### src/rtl/rc4_pkg.sv
// -----------------------------------------------------------------------------
// rc4_pkg
// Shared RC4 definitions: S-box size, key length, default message length,
// top-level and swap-sequencer state encodings, swap result payload and a
// key-byte selector.
// -----------------------------------------------------------------------------
package rc4_pkg;

  localparam int unsigned SBOX_SIZE       = 256;
  localparam int unsigned KEY_LEN         = 3;
  localparam int unsigned MSG_LEN_DEFAULT = 32;
  localparam int unsigned BYTE_W          = 8;
  localparam int unsigned KEY_W           = BYTE_W * KEY_LEN;

  // Top-level phases IDLE/FILL/KSA/PRGA/DONE with their sub-states
  typedef enum logic [3:0] {
    ST_IDLE,
    ST_FILL,
    ST_KSA_REQ,
    ST_KSA_WAIT,
    ST_PRGA_REQ,
    ST_PRGA_WAIT,
    ST_PRGA_WTF,
    ST_PRGA_WR,
    ST_PRGA_NEXT,
    ST_DONE
  } rc4_state_e;

  // Swap sequencer: read S[i], wait, read S[j], wait, write S[i], write S[j]
  typedef enum logic [2:0] {
    SW_IDLE,
    SW_WTI,
    SW_RDJ,
    SW_WTJ,
    SW_WRI,
    SW_WRJ,
    SW_DN
  } swap_state_e;

  // Result handed back on ack: updated j and the pre-swap S[i], S[j]
  typedef struct packed {
    logic [BYTE_W-1:0] j;
    logic [BYTE_W-1:0] si;
    logic [BYTE_W-1:0] sj;
  } swap_rsp_t;

  // Key byte 0 lives in the most significant byte
  function automatic logic [BYTE_W-1:0] key_byte(input logic [KEY_W-1:0] key,
                                                 input logic [1:0]       idx);
    case (idx)
      2'd0:    return key[23:16];
      2'd1:    return key[15:8];
      default: return key[7:0];
    endcase
  endfunction

endpackage

### src/rtl/rc4_swap.sv
// -----------------------------------------------------------------------------
// rc4_swap
// Shared S-box swap sequencer. On i_req it reads S[i], forms
// j' = i_j + S[i] + i_add (mod 256), reads S[j'], then writes S[i] <= old S[j']
// and S[j'] <= old S[i]. o_ack pulses for one cycle while the final write is on
// the RAM port; o_rsp carries j' and the two pre-swap values.
// Ports: clk, reset (async, high); i_req, i_i, i_j, i_add; o_ack, o_rsp;
//        RAM port o_address, o_data, o_wren, i_q (1-cycle read latency).
// -----------------------------------------------------------------------------
module rc4_swap
  import rc4_pkg::*;
(
  input  logic              clk,
  input  logic              reset,
  input  logic              i_req,
  input  logic [BYTE_W-1:0] i_i,
  input  logic [BYTE_W-1:0] i_j,
  input  logic [BYTE_W-1:0] i_add,
  input  logic [BYTE_W-1:0] i_q,
  output logic              o_ack,
  output swap_rsp_t         o_rsp,
  output logic [BYTE_W-1:0] o_address,
  output logic [BYTE_W-1:0] o_data,
  output logic              o_wren
);

  swap_state_e       r_state;
  logic [BYTE_W-1:0] r_si;
  logic [BYTE_W-1:0] r_sj;
  logic [BYTE_W-1:0] r_j;
  logic [BYTE_W-1:0] r_address;
  logic [BYTE_W-1:0] r_data;
  logic              r_wren;
  logic              r_ack;
  logic [BYTE_W-1:0] w_j_new;

  assign w_j_new = BYTE_W'(i_j + i_q + i_add);

  // Sequencer; both reads complete before either write is issued
  always_ff @(posedge clk or posedge reset) begin
    if (reset) begin
      r_state   <= SW_IDLE;
      r_si      <= '0;
      r_sj      <= '0;
      r_j       <= '0;
      r_address <= '0;
      r_data    <= '0;
      r_wren    <= 1'b0;
      r_ack     <= 1'b0;
    end else begin
      case (r_state)
        SW_IDLE: begin
          if (i_req) begin
            r_address <= i_i;
            r_state   <= SW_WTI;
          end
        end
        SW_WTI: r_state <= SW_RDJ;
        SW_RDJ: begin
          r_si      <= i_q;
          r_j       <= w_j_new;
          r_address <= w_j_new;
          r_state   <= SW_WTJ;
        end
        SW_WTJ: r_state <= SW_WRI;
        SW_WRI: begin
          r_sj      <= i_q;
          r_address <= i_i;
          r_data    <= i_q;
          r_wren    <= 1'b1;
          r_state   <= SW_WRJ;
        end
        SW_WRJ: begin
          r_address <= r_j;
          r_data    <= r_si;
          r_ack     <= 1'b1;
          r_state   <= SW_DN;
        end
        SW_DN: begin
          r_address <= '0;
          r_data    <= '0;
          r_wren    <= 1'b0;
          r_ack     <= 1'b0;
          r_state   <= SW_IDLE;
        end
        default: r_state <= SW_IDLE;
      endcase
    end
  end

  assign o_ack     = r_ack;
  assign o_rsp     = '{j: r_j, si: r_si, sj: r_sj};
  assign o_address = r_address;
  assign o_data    = r_data;
  assign o_wren    = r_wren;

endmodule

### src/rtl/rc4_encrypt.sv
// -----------------------------------------------------------------------------
// rc4_encrypt
// RC4 encryptor over external memories: fills the S-box, runs the key
// schedule, then generates MSG_LEN keystream bytes and writes c[k] = f ^ p[k].
// Start-to-done latency (start edge to the edge raising done) is
// 256 + 8*256 + 11*MSG_LEN = 2304 + 11*MSG_LEN cycles.
// Ports: clk, reset (async, high), start, secret_key[23:0];
//        S-box RAM address/data/wren/q; plaintext ROM address_p/q_p;
//        ciphertext RAM address_c/data_c/wren_c; status busy, done.
// -----------------------------------------------------------------------------
module rc4_encrypt
  import rc4_pkg::*;
#(
  parameter int unsigned MSG_LEN = MSG_LEN_DEFAULT
) (
  input  logic              clk,
  input  logic              reset,
  input  logic              start,
  input  logic [KEY_W-1:0]  secret_key,
  output logic [BYTE_W-1:0] address,
  output logic [BYTE_W-1:0] data,
  output logic              wren,
  input  logic [BYTE_W-1:0] q,
  output logic [BYTE_W-1:0] address_p,
  input  logic [BYTE_W-1:0] q_p,
  output logic [BYTE_W-1:0] address_c,
  output logic [BYTE_W-1:0] data_c,
  output logic              wren_c,
  output logic              busy,
  output logic              done
);

  localparam logic [BYTE_W-1:0] LAST_K = BYTE_W'(MSG_LEN - 1);

  rc4_state_e        r_state;
  logic [KEY_W-1:0]  r_key;
  logic [BYTE_W-1:0] r_i;
  logic [BYTE_W-1:0] r_j;
  logic [BYTE_W-1:0] r_k;
  logic [1:0]        r_kidx;
  logic              r_req;
  logic              r_sel_swap;
  logic [BYTE_W-1:0] r_address;
  logic [BYTE_W-1:0] r_data;
  logic              r_wren;
  logic [BYTE_W-1:0] r_address_p;
  logic [BYTE_W-1:0] r_address_c;
  logic [BYTE_W-1:0] r_data_c;
  logic              r_wren_c;
  logic              r_busy;
  logic              r_done;

  logic [BYTE_W-1:0] w_add;
  logic              w_ack;
  swap_rsp_t         w_rsp;
  logic [BYTE_W-1:0] w_sw_address;
  logic [BYTE_W-1:0] w_sw_data;
  logic              w_sw_wren;

  // Key byte is added to j only during the key schedule
  assign w_add = (r_state == ST_KSA_WAIT) ? key_byte(r_key, r_kidx) : '0;

  rc4_swap u_swap (
    .clk       (clk),
    .reset     (reset),
    .i_req     (r_req),
    .i_i       (r_i),
    .i_j       (r_j),
    .i_add     (w_add),
    .i_q       (q),
    .o_ack     (w_ack),
    .o_rsp     (w_rsp),
    .o_address (w_sw_address),
    .o_data    (w_sw_data),
    .o_wren    (w_sw_wren)
  );

  // S-box port belongs to the swap sequencer while a swap is in flight
  assign address   = r_sel_swap ? w_sw_address : r_address;
  assign data      = r_sel_swap ? w_sw_data    : r_data;
  assign wren      = r_sel_swap ? w_sw_wren    : r_wren;
  assign address_p = r_address_p;
  assign address_c = r_address_c;
  assign data_c    = r_data_c;
  assign wren_c    = r_wren_c;
  assign busy      = r_busy;
  assign done      = r_done;

  always_ff @(posedge clk or posedge reset) begin
    if (reset) begin
      r_state     <= ST_IDLE;
      r_key       <= '0;
      r_i         <= '0;
      r_j         <= '0;
      r_k         <= '0;
      r_kidx      <= '0;
      r_req       <= 1'b0;
      r_sel_swap  <= 1'b0;
      r_address   <= '0;
      r_data      <= '0;
      r_wren      <= 1'b0;
      r_address_p <= '0;
      r_address_c <= '0;
      r_data_c    <= '0;
      r_wren_c    <= 1'b0;
      r_busy      <= 1'b0;
      r_done      <= 1'b0;
    end else begin
      case (r_state)
        ST_IDLE: begin
          r_done <= 1'b0;
          if (start) begin
            r_key   <= secret_key;
            r_busy  <= 1'b1;
            r_i     <= '0;
            r_j     <= '0;
            r_k     <= '0;
            r_kidx  <= '0;
            r_state <= ST_FILL;
          end
        end
        // S[i] = i; i wraps back to 0 after 255
        ST_FILL: begin
          r_address <= r_i;
          r_data    <= r_i;
          r_wren    <= 1'b1;
          r_i       <= r_i + 8'd1;
          if (r_i == 8'hFF) r_state <= ST_KSA_REQ;
        end
        ST_KSA_REQ: begin
          r_wren     <= 1'b0;
          r_address  <= '0;
          r_data     <= '0;
          r_sel_swap <= 1'b1;
          r_req      <= 1'b1;
          r_state    <= ST_KSA_WAIT;
        end
        ST_KSA_WAIT: begin
          r_req <= 1'b0;
          if (w_ack) begin
            r_j    <= w_rsp.j;
            r_i    <= r_i + 8'd1;
            r_kidx <= (r_kidx == 2'd2) ? 2'd0 : r_kidx + 2'd1;
            if (r_i == 8'hFF) begin
              r_j     <= '0;
              r_state <= ST_PRGA_REQ;
            end else begin
              r_state <= ST_KSA_REQ;
            end
          end
        end
        ST_PRGA_REQ: begin
          r_i        <= r_i + 8'd1;
          r_req      <= 1'b1;
          r_sel_swap <= 1'b1;
          r_state    <= ST_PRGA_WAIT;
        end
        // Post-swap S[i]+S[j] equals the pre-swap sum, so either order works
        ST_PRGA_WAIT: begin
          r_req <= 1'b0;
          if (w_ack) begin
            r_j         <= w_rsp.j;
            r_sel_swap  <= 1'b0;
            r_address   <= BYTE_W'(w_rsp.si + w_rsp.sj);
            r_address_p <= r_k;
            r_state     <= ST_PRGA_WTF;
          end
        end
        ST_PRGA_WTF: r_state <= ST_PRGA_WR;
        ST_PRGA_WR: begin
          r_data_c    <= q ^ q_p;
          r_address_c <= r_k;
          r_wren_c    <= 1'b1;
          r_state     <= ST_PRGA_NEXT;
        end
        ST_PRGA_NEXT: begin
          r_wren_c <= 1'b0;
          if (r_k == LAST_K) begin
            r_done  <= 1'b1;
            r_busy  <= 1'b0;
            r_state <= ST_DONE;
          end else begin
            r_k     <= r_k + 8'd1;
            r_state <= ST_PRGA_REQ;
          end
        end
        ST_DONE: begin
          r_done      <= 1'b0;
          r_address   <= '0;
          r_address_p <= '0;
          r_i         <= '0;
          r_j         <= '0;
          r_k         <= '0;
          r_state     <= ST_IDLE;
        end
        default: r_state <= ST_IDLE;
      endcase
    end
  end

endmodule

### config.mk
export PLATFORM = sky130hd
export DESIGN_NAME = rc4_encrypt
export DESIGN_NICKNAME = d
export VERILOG_FILES = /design/src/rtl/rc4_pkg.sv /design/src/rtl/rc4_swap.sv /design/src/rtl/rc4_encrypt.sv
export SDC_FILE = /design/constraint.sdc
export NUM_CORES = 1
export LEC_CHECK = 0
export ABC_CLOCK_PERIOD_IN_PS = 6100
export CAP_MARGIN = 10
export CORE_ASPECT_RATIO = 1.25
export CORE_MARGIN = 8
export CORE_UTILIZATION = 45
export CTS_BUF_LIST = sky130_fd_sc_hd__clkbuf_8
export CTS_CLUSTER_DIAMETER = 100
export DETAILED_ROUTE_END_ITERATION = 10
export PLACE_DENSITY = 0.66
export SETUP_SLACK_MARGIN = 0.1
export SLEW_MARGIN = 40
export SYNTH_ARGS = -nofsm -noshare
export SYNTH_HDL_FRONTEND = slang
export SYNTH_SLANG_ARGS = --single-unit
### constraint.sdc
create_clock -name clk -period 6.1 [get_ports clk]
set_clock_uncertainty 0.2 [all_clocks]
set_input_delay 0.61 -clock clk [delete_from_list [all_inputs] [get_ports clk]]
set_output_delay 0.61 -clock clk [all_outputs]
set_load 0.01 [all_outputs]
==> results of run 1 <==
-- state kept, by name, indices dropped and copies added (netlist names), 2 cells and up --
register          count
r_key                24
address_c             8
address_p             8
data_c                8
r_address             8
r_data                8
r_i                   8
r_j                   8
r_k                   8
u_swap.o_address      8
u_swap.o_data         8
u_swap.r_j            8
u_swap.r_si           8
u_swap.r_sj           8
r_state               4
u_swap.r_state        3
r_kidx                2
-- synth_stat cells (3+ instances only) --
cell and count:
o22ai_1 5, ha_1 15, nand2b_1 12, nor2_1 54
buf_2 10, o21ai_0 68, nor4_1 5, nand4_1 3
a21boi_0 3, a211oi_1 8, nand3_1 12, mux2i_1 28
xor2_1 5, o211ai_1 4, inv_1 33, xnor2_1 25
buf_4 4, a22o_1 17, nand2_1 123, o21a_1 4
mux2_2 56, a21o_1 4, a221oi_1 3, fa_1 9
clkbuf_1 25, a31oi_1 5, dfrtp_1 145, or2_2 4
nor3_1 11, nor2b_1 6, a22oi_1 3, a21oi_1 30
-- where the power goes --
part	leakage (nW)	internal (W)	switching (W)	total [W]
combinational	2.09	0.000195	0.000222	0.000417
clock	0.199	0.000453	0.000374	0.000827
sequential	1.76	0.00103	0.0000539	0.00108
-- layer usage --
metal	GRT usage	share of wire
met1	0.219	0.43
met2	0.332	0.53
met3	0.0346	0.033
met4	0.0685	0.014
met5	0	0
-- logic make-up (layout without fill, tap and decap cells) --
| logic type | count (synthesis) | count (layout) | share of synthesized area |
|---|---|---|---|
| and+or+nand+nor | 248 | 248 | 0.146 |
| AOI/OAI and AO/OA | 171 | 171 | 0.143 |
| DFF | 145 | 145 | 0.470 |
| muxes | 84 | 84 | 0.118 |
| buffers and inverters | 75 | 154 | 0.0410 |
| xor gates and xnor gates | 30 | 30 | 0.0340 |
| adders and majority gates | 24 | 24 | 0.0476 |
-- worst register-to-register path, stage by stage (launching register included) --
cell and delay, ps:
dfrtp_1 660, nor2_2 550, nand3_1 390, nor2_1 260, fa_1 440, ha_1 230, inv_1 70, fa_1 200
nor2b_1 80, o31a_1 260, o22ai_1 210, xnor2_1 170, o221ai_1 130
-- how the worst max path moves through the flow --
stage	startpoint	depth (start not counted)	endpoint
2_1_floorplan	reset	1	address_c[0]
3_3_place_gp	r_state[3]	12	u_swap.o_address[7]
3_5_place_dp	r_state[3]	12	u_swap.o_address[7]
4_1_cts	r_state[3]	12	u_swap.o_address[7]
5_1_grt	r_state[3]	12	u_swap.o_address[7]
6_report	r_state[3]	12	u_swap.o_address[7]
-- cell type report --
type,instances,area (um2),area share
well taps,220,275,0.0301
flip-flops and latches,145,3630,0.397
multi-input cells,557,3790,0.414
repair buffers,90,895,0.0977
clock buffers,18,248,0.0271
inverters,33,131,0.0143
clock inverters,13,188,0.0205
-- per-stage QoR --
step | instance area (um2) | setup WS [ps] | total power (W) | std cells | hold slack, ps
floorplan | 7720 | 1400 | 0.00138 | 777 | 232
global placement | 8700 | 2060 | 0.00149 | 1045 | 262
detailed placement | 8710 | 1890 | 0.00151 | 1045 | 274
CTS | 9140 | 1870 | 0.00235 | 1076 | 289
global route | 9160 | 1880 | 0.00245 | 1076 | 307
finish | 9160 | 2110 | 0.00233 | 1076 | 285
==> summary.txt, run 1 <==
Synthesis
  – Area fraction of the dominant cell type after synthesis: 0.470
  – Avg Cell Area, Syn: 9.94 um2
  – Ys Warns: 0
  – Asr flop ratio synth: 1.00
  – Syn Nets: 844
  – EDFF count, synth: 0
  – Top cells by area, synth: dfrtp_1 (47%), mux2_2 (8.2%), nand2_1 (6.0%), o21ai_0 (4.4%), mux2i_1 (3.6%)
  – Synth Flop Type: dfrtp_1
  – Cells after Synth: 777
  – Mapped Area: 7720 um2
  – Yosys top cell by area: dfrtp_1
  – Distinct cell type count of the synthesized netlist: 61
  – Register area share after synthesis: 0.470
  – #FFs+latches synth: 145

Floorplan
  – Effective utilization at floorplan: 0.459
  – Die H: 162 um
  – DIE AREA: 21600 um2
  – Boundary Pins: 87
  – Core area: 16800 um2
  – Die X: 133 um
  – Row count: 53

Cells and area
  – Commonest cells after routing, fill and taps aside: dfrtp_1 (143), nand2_1 (123), clkdlybuf4s50_1 (86)
  – Share of cells above drive strength 1: 0.133
  – Fillers: 1508
  – Commonest non-fill, non-tap cell in the layout: dfrtp_1
  – Area delta synth->final: 18.5%
  – Final Core Density: 0.544
  – NumNets Final: 911
  – Antenna Diode Count: 0

STA
  – Max-slew violations: 0
  – Tcrit/Tclk final: 0.654
  – Setup_tns: 0 ps
  – Worst slew pin tran: 831 ps
  – FMAX: 0.251 GHz
  – RSZ-0062 raised after global routing: no
  – Final setup violation count: 0
  – Slew headroom: 0.444
  – Endpoints failing hold: 0
  – Final Critical Period: 3990 ps

Clocking
  – Post_cts resized: 0
  – Hold_buf cts: 0
  – CTS clk-pin slew, worst paths: 80 ps
  – H-tree Lvls: 4
  – Post-CTS Setup Inserts: 0
  – CTS Buf Count: 17
  – Root Driver: clkbuf_8
  – CTS tree: built
  – Clk buf depth: 2
  – Worst-Skew Late Latency: 460 ps
  – Clock sink count: 145

Hold path
  – Worst Hold End: data_c[2]
  – Worst Hold Launch: data_c[2]
  – Min-delay worst type: reg2reg
  – Hold path cells: 2

Critical path
  – Slowest CP cell: dfrtp_1
  – CP Launch Type: flop
  – Arrival time worst endpoint: 4110 ps
  – Delay-heaviest family, CP: simple AND/OR/NAND/NOR gates
  – Flop-to-flop setup slack: 2110 ps
  – Worst-path cell chain: nor2_2 -> nand3_1 -> nor2_1 -> fa_1 -> ha_1 -> inv_1 -> fa_1 -> nor2b_1 -> o31a_1 -> o22ai_1 -> xnor2_1 -> o221ai_1
  – CP Data Required Time: 6220 ps
  – CP Class: reg2reg
  – R2R Path End: u_swap.o_address[7]
  – Buf/Inv on CP: 1
  – Max stage delay on crit path: 660 ps
  – Reg-to-Reg Start: r_state[3]
  – Worst-path fanout max: 26
  – R2R cell count: 12
  – Most frequent CP cell: fa_1
  – Worst Setup End Kind: flop

Drt
  – Drt total wl: 19800 um
  – DRC violations left: 0
  – DR pass1 iterations: 5
  – Via count: 5922
  – Vias/cell: 5.50
  – Post-DRT Antenna Nets: 0
  – DR WL/cell: 18.4 um
  – Drt initial violations: 533

Power
  – Max IR drop VDD: 0.000154 V
  – Pleak: 4.04 nW
  – Power Density: 254 nW/um2

Global routing
  – Total congestion overflow: 0
  – First-pass GRT wire length: 31900 um
  – Largest net degree at the start of global routing: 86
  – Initial antenna violation count: 0
  – Vias in the first global route: 6049
  – GRT Total Usage: 0.186

Status
  – Status: completed

Run
  – Max Cap Viol: 0

Place
  – Hpwl dp: 14900 um
  – Port buffer count: 86
  – RePlAce Congestion: 0.879
Note: power is estimated with default switching activity, not from simulation.
==> inputs of run 2 (changes only) <==
ABC_CLOCK_PERIOD_IN_PS = 3900   (was 6100)
clock period = 3.9 ns   (was 6.1 ns; I/O delays follow)
==> run 2 against run 1 <==
Cell count rose by 0.84%. Register-to-register slack lost 1700 ps. Cell area grew 1.3%. Utilization rose by 0.68 points. Die area unchanged. Non-clock buffer count increased by 9. Hold slack got worse by 0.98 ps. Clock power increased by 57%. Sequential cell count did not move. Critical path type unchanged.
==> summary.txt, run 2 (synthesis results as in run 1) <==
Drt
  – Via count: 6001 (was 5922)
  – Drt initial violations: 550 (was 533)
  – Post-DRT Antenna Nets: 0 (unchanged)
  – DRC violations left: 0 (unchanged)
  – Drt total wl: 20500 um (was 19800 um)
  – DR pass1 iterations: 5 (unchanged)
  – Vias/cell: 5.53 (was 5.50)
  – DR WL/cell: 18.9 um (was 18.4 um)

Global routing
  – Largest net degree at the start of global routing: 54 (was 86)
  – Vias in the first global route: 6123 (was 6049)
  – GRT Total Usage: 0.193 (was 0.186)
  – First-pass GRT wire length: 33000 um (was 31900 um)
  – Initial antenna violation count: 0 (unchanged)
  – Total congestion overflow: 0 (unchanged)

Status
  – Status: completed (unchanged)

Hold path
  – Min-delay worst type: reg2reg (unchanged)

Critical path
  – Delay-heaviest family, CP: adder cells (was simple AND/OR/NAND/NOR gates)
  – Worst-path fanout max: 10 (was 26)
  – CP Launch Type: flop (unchanged)
  – CP Class: reg2reg (unchanged)
  – Slowest CP cell: dfrtp_1 (unchanged)
  – Max stage delay on crit path: 630 ps (was 660 ps)
  – Worst Setup End Kind: flop (unchanged)
  – Worst-path cell chain: mux2i_1 -> nor2_1 -> a21oi_1 -> nor2_1 -> fa_1 -> ha_1 -> inv_1 -> fa_1 -> nor2b_1 -> o31a_1 -> o22ai_1 -> xnor2_1 -> o221ai_1 (was nor2_2 -> nand3_1 -> nor2_1 -> fa_1 -> ha_1 -> inv_1 -> fa_1 -> nor2b_1 -> o31a_1 -> o22ai_1 -> xnor2_1 -> o221ai_1)
  – CP Data Required Time: 4010 ps (was 6220 ps)
  – Buf/Inv on CP: 1 (unchanged)
  – Arrival time worst endpoint: 3560 ps (was 4110 ps)

STA
  – RSZ-0062 raised after global routing: no (unchanged)
  – FMAX: 0.290 GHz (was 0.251 GHz)
  – Setup_tns: 0 ps (unchanged)
  – Max-slew violations: 0 (unchanged)
  – Worst slew pin tran: 805 ps (was 831 ps)
  – Final Critical Period: 3450 ps (was 3990 ps)
  – Final setup violation count: 0 (unchanged)
  – Hold_ws: 284 ps (was 285 ps)
  – Tcrit/Tclk final: 0.885 (was 0.654)
  – Slew headroom: 0.462 (was 0.444)
  – Endpoints failing hold: 0 (unchanged)

Cells and area
  – Largest reg by FF count: r_key (unchanged)
  – Commonest cells after routing, fill and taps aside: dfrtp_1 (144), nand2_1 (123), clkdlybuf4s50_1 (86) (was dfrtp_1 (143), nand2_1 (123), clkdlybuf4s50_1 (86))
  – Fillers: 1534 (was 1508)
  – Share of cells above drive strength 1: 0.138 (was 0.133)
  – Multi-input logic area: 3790 um2 (about the same)
  – Number of flip-flops in the largest register: 24 (unchanged)
  – Reg area: 3630 um2 (about the same)
  – NumNets Final: 920 (was 911)
  – Antenna Diode Count: 0 (unchanged)
  – Area delta synth->final: 20.0% (was 18.5%)
  – Commonest non-fill, non-tap cell in the layout: dfrtp_1 (unchanged)
  – Post-route cell area: 9270 um2 (was 9160 um2)
  – Final Core Density: 0.550 (was 0.544)

Clocking
  – CTS tree: built (unchanged)
  – Post-CTS Setup Inserts: 0 (unchanged)
  – Clock sink count: 145 (unchanged)
  – CTS Buf Count: 17 (unchanged)
  – Hold_buf cts: 1 (was 0)
  – Clk buf depth: 2 (unchanged)
  – Worst-Skew Late Latency: 450 ps (was 460 ps)
  – CTS clk-pin slew, worst paths: 80 ps (about the same)
  – Root Driver: clkbuf_8 (unchanged)
  – H-tree Lvls: 4 (unchanged)
  – Post_cts resized: 0 (unchanged)

Power
  – Total power: 0.00365 W (was 0.00233 W)
  – Power Density: 394 nW/um2 (was 254 nW/um2)
  – Pleak: 4.11 nW (was 4.04 nW)
  – Max IR drop VDD: 0.000238 V (was 0.000154 V)

Place
  – Port buffer count: 86 (unchanged)
  – Area after DPL: 8820 um2 (was 8710 um2)
  – Hpwl dp: 15600 um (was 14900 um)
  – RePlAce Congestion: 0.898 (was 0.879)

Floorplan
  – Boundary Pins: 87 (unchanged)
  – Row count: 53 (unchanged)
  – DIE AREA: 21600 um2 (unchanged)
  – Core area: 16800 um2 (unchanged)
  – Die H: 162 um (unchanged)
  – Die X: 133 um (unchanged)
  – Effective utilization at floorplan: 0.459 (unchanged)

Run
  – Max Cap Viol: 0 (unchanged)
## run 2: cell types whose count changed in the layout (fill, tap and decap cells not counted), sizes merged
cell and change:
clkinvlp -2, dlygate4sd3 +1, inv +2, buf +8
## run 2: layout make-up
type	instances	share of cell area
clock inverter	13	0.0201
tap	220	0.0297
sequential	145	0.391
timing repair buffer	99	0.110
clock buffer	18	0.0267
multi-input combinational	557	0.408
inverter	33	0.0138
## run 2: worst paths after layout
check,from,to,slack (ps),cells after the start
min reg2reg,u_swap.o_data[1],u_swap.o_data[1],280,2
min in group asynchronous,reset,done,560,3
min,u_swap.o_data[1],u_swap.o_data[1],280,2
max,r_kidx[0],u_swap.o_address[7],450,13
max in group asynchronous,reset,r_key[7],2080,6
max reg2reg,r_kidx[0],u_swap.o_address[7],450,13
## run 2: per-stage QoR
stage	instances	setup WS, ps
detailed placement	1053	477
global placement	1051	545
CTS	1085	451
global route	1085	214
finish	1085	449
floorplan	777	752
## run 2: worst reg2reg max path: stages (launching register included)
cell and delay, ps:
dfrtp_1 630, mux2i_1 240, nor2_1 60, a21oi_1 130, nor2_1 100, fa_1 520, ha_1 190, inv_1 60
fa_1 410, nor2b_1 190, o31a_1 160, o22ai_1 100, xnor2_1 200, o221ai_1 140
## run 2: where the power goes
group	switching (W)	internal, W	leakage (nW)	total, W
clock	0.000584	0.000712	0.213	0.00130
combinational	0.000347	0.000313	2.14	0.000660
sequential	0.0000825	0.00161	1.76	0.00169
total	0.00101	0.00264	4.11	0.00365
## run 2: per-layer routing
metal	track usage	share of wire
met2	0.337	0.51
met1	0.225	0.41
met4	0.0926	0.034
met3	0.0373	0.042
met5	0	0
==> inputs of run 3 (changes only) <==
CORE_MARGIN = 5   (was 8)
SYNTH_HIERARCHICAL = 1   (was default)
==> run 3 against run 2 <==
Total power increased by 93%. Count of clock-buffer cells in the layout decreased by 1. Critical path type unchanged. Maximum frequency decreased by 1.0%. Die area down 10%. Register-to-register slack got worse by 40 ps. Cell area is 3.0% lower. Wire length decreased by 4.6%. Global-route usage is 1.2 points higher. Sequential cell count is the same. Critical path depth is 1 lower. Hold slack lost 150 ps.
==> summary.txt, run 3 <==
STA
  – Setup ws final: 413 ps (was 449 ps)
  – Hold_ws: 130 ps (was 284 ps)
  – Tcrit/Tclk final: 0.894 (was 0.885)
  – Final setup violation count: 0 (unchanged)
  – Endpoints failing hold: 0 (unchanged)
  – Slew headroom: 0.447 (was 0.462)
  – Worst slew pin tran: 827 ps (was 805 ps)
  – Max-slew violations: 0 (unchanged)
  – Setup_tns: 0 ps (unchanged)
  – RSZ-0062 raised after global routing: no (unchanged)
  – Final Critical Period: 3490 ps (was 3450 ps)
  – FMAX: 0.287 GHz (was 0.290 GHz)

Critical path
  – Worst-path fanout max: 7 (was 10)
  – Worst Setup End Kind: flop (unchanged)
  – Worst-path cell chain: mux2i_1 -> nor2_1 -> a21oi_1 -> nor2_1 -> fa_1 -> ha_1 -> fa_1 -> a211oi_2 -> o21bai_1 -> a21oi_1 -> xnor2_1 -> o41ai_1 (was mux2i_1 -> nor2_1 -> a21oi_1 -> nor2_1 -> fa_1 -> ha_1 -> inv_1 -> fa_1 -> nor2b_1 -> o31a_1 -> o22ai_1 -> xnor2_1 -> o221ai_1)
  – Max stage delay on crit path: 510 ps (was 630 ps)
  – Arrival time worst endpoint: 3620 ps (was 3560 ps)
  – CP Data Required Time: 4030 ps (was 4010 ps)
  – CP Launch Type: flop (unchanged)
  – Slowest CP cell: dfrtp_1 (unchanged)
  – CP Class: reg2reg (unchanged)

Cells and area
  – Commonest cells after routing, fill and taps aside: dfrtp_1 (143), nand2_1 (88), clkdlybuf4s50_1 (86) (was dfrtp_1 (144), nand2_1 (123), clkdlybuf4s50_1 (86))
  – Post-route cell area: 9000 um2 (was 9270 um2)
  – Share of cells above drive strength 1: 0.146 (was 0.138)
  – Number of flip-flops in the largest register: 24 (unchanged)
  – Reg area: 3630 um2 (about the same)
  – Largest reg by FF count: r_key (unchanged)
  – Multi-input logic area: 3680 um2 (was 3790 um2)
  – Commonest non-fill, non-tap cell in the layout: dfrtp_1 (unchanged)
  – Area delta synth->final: 19.4% (was 20.0%)
  – Fillers: 1453 (was 1534)
  – Antenna Diode Count: 0 (unchanged)
  – NumNets Final: 881 (was 920)

Clocking
  – Hold_buf cts: 0 (was 1)
  – Root Driver: clkbuf_8 (unchanged)
  – Worst-Skew Late Latency: 450 ps (about the same)
  – CTS clk-pin slew, worst paths: 100 ps (was 80 ps)
  – CTS Buf Count: 17 (unchanged)
  – CTS tree: built (unchanged)
  – Clk buf depth: 2 (unchanged)
  – Post_cts resized: 0 (unchanged)
  – H-tree Lvls: 4 (unchanged)
  – Clock sink count: 145 (unchanged)
  – Post-CTS Setup Inserts: 0 (unchanged)

Floorplan
  – Die X: 126 um (was 133 um)
  – Effective utilization at floorplan: 0.453 (was 0.459)
  – Row count: 53 (unchanged)
  – Boundary Pins: 87 (unchanged)
  – Core area: 16600 um2 (was 16800 um2)
  – Die H: 155 um (was 162 um)
  – DIE AREA: 19500 um2 (was 21600 um2)

Global routing
  – Met1 GRT Util: 0.275 (was 0.225)
  – Largest net degree at the start of global routing: 66 (was 54)
  – First-pass GRT wire length: 31900 um (was 33000 um)
  – GR peak layer: met2 (unchanged)
  – Met3 usage in global routing: 0.0335 (was 0.0373)
  – GRT Total Usage: 0.205 (was 0.193)
  – Initial antenna violation count: 0 (unchanged)
  – Met2 usage: 0.329 (was 0.337)
  – Total congestion overflow: 0 (unchanged)
  – Vias in the first global route: 5996 (was 6123)

Drt
  – Drt initial violations: 363 (was 550)
  – Post-DRT Antenna Nets: 0 (unchanged)
  – Drt total wl: 19500 um (was 20500 um)
  – Via count: 5932 (was 6001)
  – DR pass1 iterations: 5 (unchanged)
  – DR WL/cell: 18.7 um (was 18.9 um)
  – DRC violations left: 0 (unchanged)
  – Vias/cell: 5.67 (was 5.53)

Synthesis
  – Ys Warns: 6 (was 0)
  – Synth Flop Type: dfrtp_1 (unchanged)
  – Avg Cell Area, Syn: 10.2 um2 (was 9.94 um2)
  – Area fraction of the dominant cell type after synthesis: 0.481 (was 0.470)
  – Asr flop ratio synth: 1.00 (unchanged)
  – Commonest cells post-synth: dfrtp_1 (145), nand2_1 (88), nor2_1 (69), mux2_2 (57), o21ai_0 (50) (was dfrtp_1 (145), nand2_1 (123), o21ai_0 (68), mux2_2 (56), nor2_1 (54))
  – Yosys top cell by area: dfrtp_1 (unchanged)
  – Top-count cell post-synth: dfrtp_1 (unchanged)
  – Register area share after synthesis: 0.481 (was 0.470)
  – Cells after Synth: 736 (was 777)
  – #FFs+latches synth: 145 (unchanged)
  – Mapped Area: 7540 um2 (was 7720 um2)
  – Top cells by area, synth: dfrtp_1 (48%), mux2_2 (8.5%), nand2_1 (4.4%), nor2_1 (3.4%), o21ai_0 (3.3%) (was dfrtp_1 (47%), mux2_2 (8.2%), nand2_1 (6.0%), o21ai_0 (4.4%), mux2i_1 (3.6%))
  – Distinct cell type count of the synthesized netlist: 64 (was 61)
  – Syn Nets: 803 (was 844)
  – EDFF count, synth: 0 (unchanged)

Place
  – Area after DPL: 8610 um2 (was 8820 um2)
  – RePlAce Congestion: 0.894 (was 0.898)
  – Hpwl dp: 14400 um (was 15600 um)
  – Port buffer count: 86 (unchanged)
  – Worst slack at placement: 411 ps (was 477 ps)

Power
  – Pleak: 3.96 nW (was 4.11 nW)
  – Power Density: 784 nW/um2 (was 394 nW/um2)
  – Max IR drop VDD: 0.000330 V (was 0.000238 V)

Run
  – Max Cap Viol: 0 (unchanged)

Hold path
  – Min-delay worst type: in2async (was reg2reg)

Status
  – Status: completed (unchanged)
==> run 3: worst max-delay path: cells and delay by family (launching register included) <==
kind,cells,cell delay (ps)
simple gates,2,150
xor+xnor,1,110
fa+ha+maj,3,1180
compound gates,5,960
flops,1,510
mux,1,270
==> run 3: layout make-up <==
| class | instances | area share |
|---|---|---|
| clock inverter | 15 | 0.0168 |
| tap | 220 | 0.0306 |
| timing repair buffer | 98 | 0.107 |
| inverter | 17 | 0.00737 |
| clock buffer | 17 | 0.0260 |
| sequential | 145 | 0.404 |
| multi-input combinational | 535 | 0.409 |
==> run 3: where the power goes <==
group          total [W]  leakage, nW  internal, W  switching [W]
registers        0.00259         1.81      0.00202       0.000571
clock network    0.00117        0.197     0.000525       0.000645
logic            0.00329         1.95      0.00155        0.00173
total            0.00705         3.96      0.00410        0.00295
==> run 3: routing by layer <==
metal / share of wire / wire length [um] / up-vias
li1: - / - / 2756
met1: 0.44 / 8630 / 2921
met2: 0.47 / 9270 / 212
met3: 0.050 / 980 / 43
met4: 0.034 / 665 / 0
met5: 0 / 0 / -
==> run 3: metrics by stage <==
step	total power, W	instances	util
after floorplan	0.00483	736	-
after global placement	0.00576	1015	0.517
after detailed placement	0.00587	1015	0.517
after CTS	0.00705	1047	0.540
after global routing	0.00760	1047	0.541
final	0.00705	1047	0.541
==> run 3: path summary, 6_finish.rpt <==
check / depth (start not counted) / to / from / slack [ps]
max: 12 / u_swap/o_address[7] / r_kidx[0] / 410
max in group asynchronous: 3 / u_swap/r_sj[2] / reset / 2600
max reg2reg: 12 / u_swap/o_address[7] / r_kidx[0] / 410
min in group clk: 2 / address_c[1] / address_c[1] / 290
min reg2reg: 2 / address_c[1] / address_c[1] / 290
min: 2 / u_swap/r_state[2] / reset / 130
==> run 3: logic make-up (layout without fill, tap and decap cells) <==
group                      count (synthesis)  in the layout  synth area share
muxes                                     76             76             0.110
xor gates and xnor gates                  31             31            0.0360
buffers and inverters                     56            147            0.0314
adders and majority gates                 24             24            0.0488
AOI/OAI and AO/OA                        173            173             0.148
DFF                                      145            145             0.481
and+or+nand+nor                          231            231             0.144
==> RTL change (flow settings as in run 1) <==
`MSG_LEN_DEFAULT`: 32 -> 16.
--- a/src/rtl/rc4_pkg.sv
+++ b/src/rtl/rc4_pkg.sv
@@ -8,7 +8,7 @@
 
   localparam int unsigned SBOX_SIZE       = 256;
   localparam int unsigned KEY_LEN         = 3;
-  localparam int unsigned MSG_LEN_DEFAULT = 32;
+  localparam int unsigned MSG_LEN_DEFAULT = 16;
   localparam int unsigned BYTE_W          = 8;
   localparam int unsigned KEY_W           = BYTE_W * KEY_LEN;
 
Behaviour: no difference found for any inputs over 10 cycles, from zero or initial values and one cycle with reset high; that may be too few to reach the edited logic, so the function may still have changed.
==> RTL change against run 1 <==
  * Area after synthesis down 1.1%
  * Sequential cell count unchanged
  * Routed wire length up 0.78%
  * Global-route usage up 0.27 points
  * Maximum frequency up 6.6%
  * Critical path depth unchanged
  * Final area down 1.2%
  * Synthesized cell count down 1.9%
  * Critical path type unchanged
  * Hold slack about the same
  * Setup slack better by 0.25 ns
  * Largest cell class unchanged
Power is not compared: it rests on default switching activity, and its combinational part moved more than twofold at a synthesized area within 25%.
==> RTL change: results (changes against run 1) <==
metric,value,unit,change
p_leak,0.00390,uW,
place_ws,2.11,ns,+0.223 ns
place.gp.congestion,0.894,,+1.7%
status,"complete, no violations",,
clk_latency,0.45,ns,
grt_pass1_vias,6175,,+2.1%
fin_nets,896,,-1.6%
antenna_found_initial,0,,unchanged
grt_pass1_wl,32500,um,+1.9%
ys_top_cells_by_count,"dfrtp_1, nand2_1, nor2_1",,
top_register,r_key,,
wl_per_cell,18.8,um,+2.2%
wl_met2,9710,um,-7.0%
postCtsResizedCells,0,,unchanged
finalNonFillerCells,1061,,-1.4%
worstPathArrival,3.86,ns,-0.25 ns
synthTopCellsByArea,"dfrtp_1, nand2_1, mux2_2",,
synthAdderAreaFrac,0.0482,,+0.000538
totalPowerFinal,4950,uW,
drive_gt1_frac,0.107,,-0.0262
drtIter0Drc,394,,-26%
critPathCaptureType,flop,,
grt_usage,0.189,,+0.00270
synth_xor_xnor_area_share,0.0367,,+0.00268
hold_depth,1,,-1
min_to,u_swap.o_wren$_DFFE_PP0P_,,
post_cts.repair.setup_buffers,0,,unchanged
htree_levels,4,,unchanged
synth-seq-cells,145,,unchanged
seq_area_frac_synth,0.475,,+0.00531
hold_path.startpoint,u_swap.o_wren$_DFFE_PP0P_,,
p_int,2880,uW,
cp-startpoint,r_state[3]$_DFFE_PP0P_,,
cts_buffer_depth,2,,unchanged
critical_path.top_delay_family,simple AND/OR/NAND/NOR gates,,
hpwl,14700,um,-1.1%
synthCells,762,,-1.9%
period_minus_slack,3.74,ns,-0.247 ns
worst_path_max_delay_cell,dfrtp_1,,
vias,6000,,+1.3%
r2r_cells,12,,unchanged
timing.hold.ws,0.285,ns,-0.000200 ns
dr_wl_met3,1040,um,+57%
crit_path_max_incr_delay,0.69,ns,+0.03 ns
place_inst,1030,,-1.4%
crit_fanout,24,,-7.7%
synthMuxAreaShare,0.115,,-0.00325
dr.pass1.iters,6,,+1
synthesis.nets,829,,-1.8%
grt_max_degree,97,,+13%
routed.top_layer,met4,,
peakVddDrop,0.000203,V,
r2r_slack,2.36,ns,+0.25 ns
n_antenna_cell,0,,unchanged
synth_compound_area_frac,0.151,,+0.00735
wl_met1,8730,um,+3.3%
placed_cell_area,8640,um2,-0.79%
worstMarginPinSlew,0.824,ns,-0.00730 ns
yosysWarnings,0,,unchanged
cts_buffers,17,,unchanged
-- RTL change: cell count changes after synthesis, sizes merged, moves of 8 or more --
cell / run 1 / this run
inv: 33 / 20
o31ai: 1 / 12
mux2i: 28 / 20
o21ai: 72 / 58
nor2: 56 / 72
-- RTL change: logic make-up (layout without fill, tap and decap cells) --
group,after synthesis,count (layout)
fa+ha+maj,24,24
flops,145,145
compound gates,176,176
buf+inv,60,139
mux,80,80
xor+xnor,32,32
simple gates,245,245
-- RTL change: cell type report --
type / instances / area [um2]
multi-input cells: 557 / 3780
clock buffers: 17 / 234
fillers: 1509 / 7660
flip-flops and latches: 145 / 3630
clock inverters: 14 / 166
well taps: 220 / 275
repair buffers: 88 / 876
inverters: 20 / 82.6
-- RTL change: layer usage --
layer	global-route usage	vias up
li1	-	2811
met1	0.236	2960
met2	0.314	200
met3	0.0377	29
met4	0.0807	0
met5	0	-
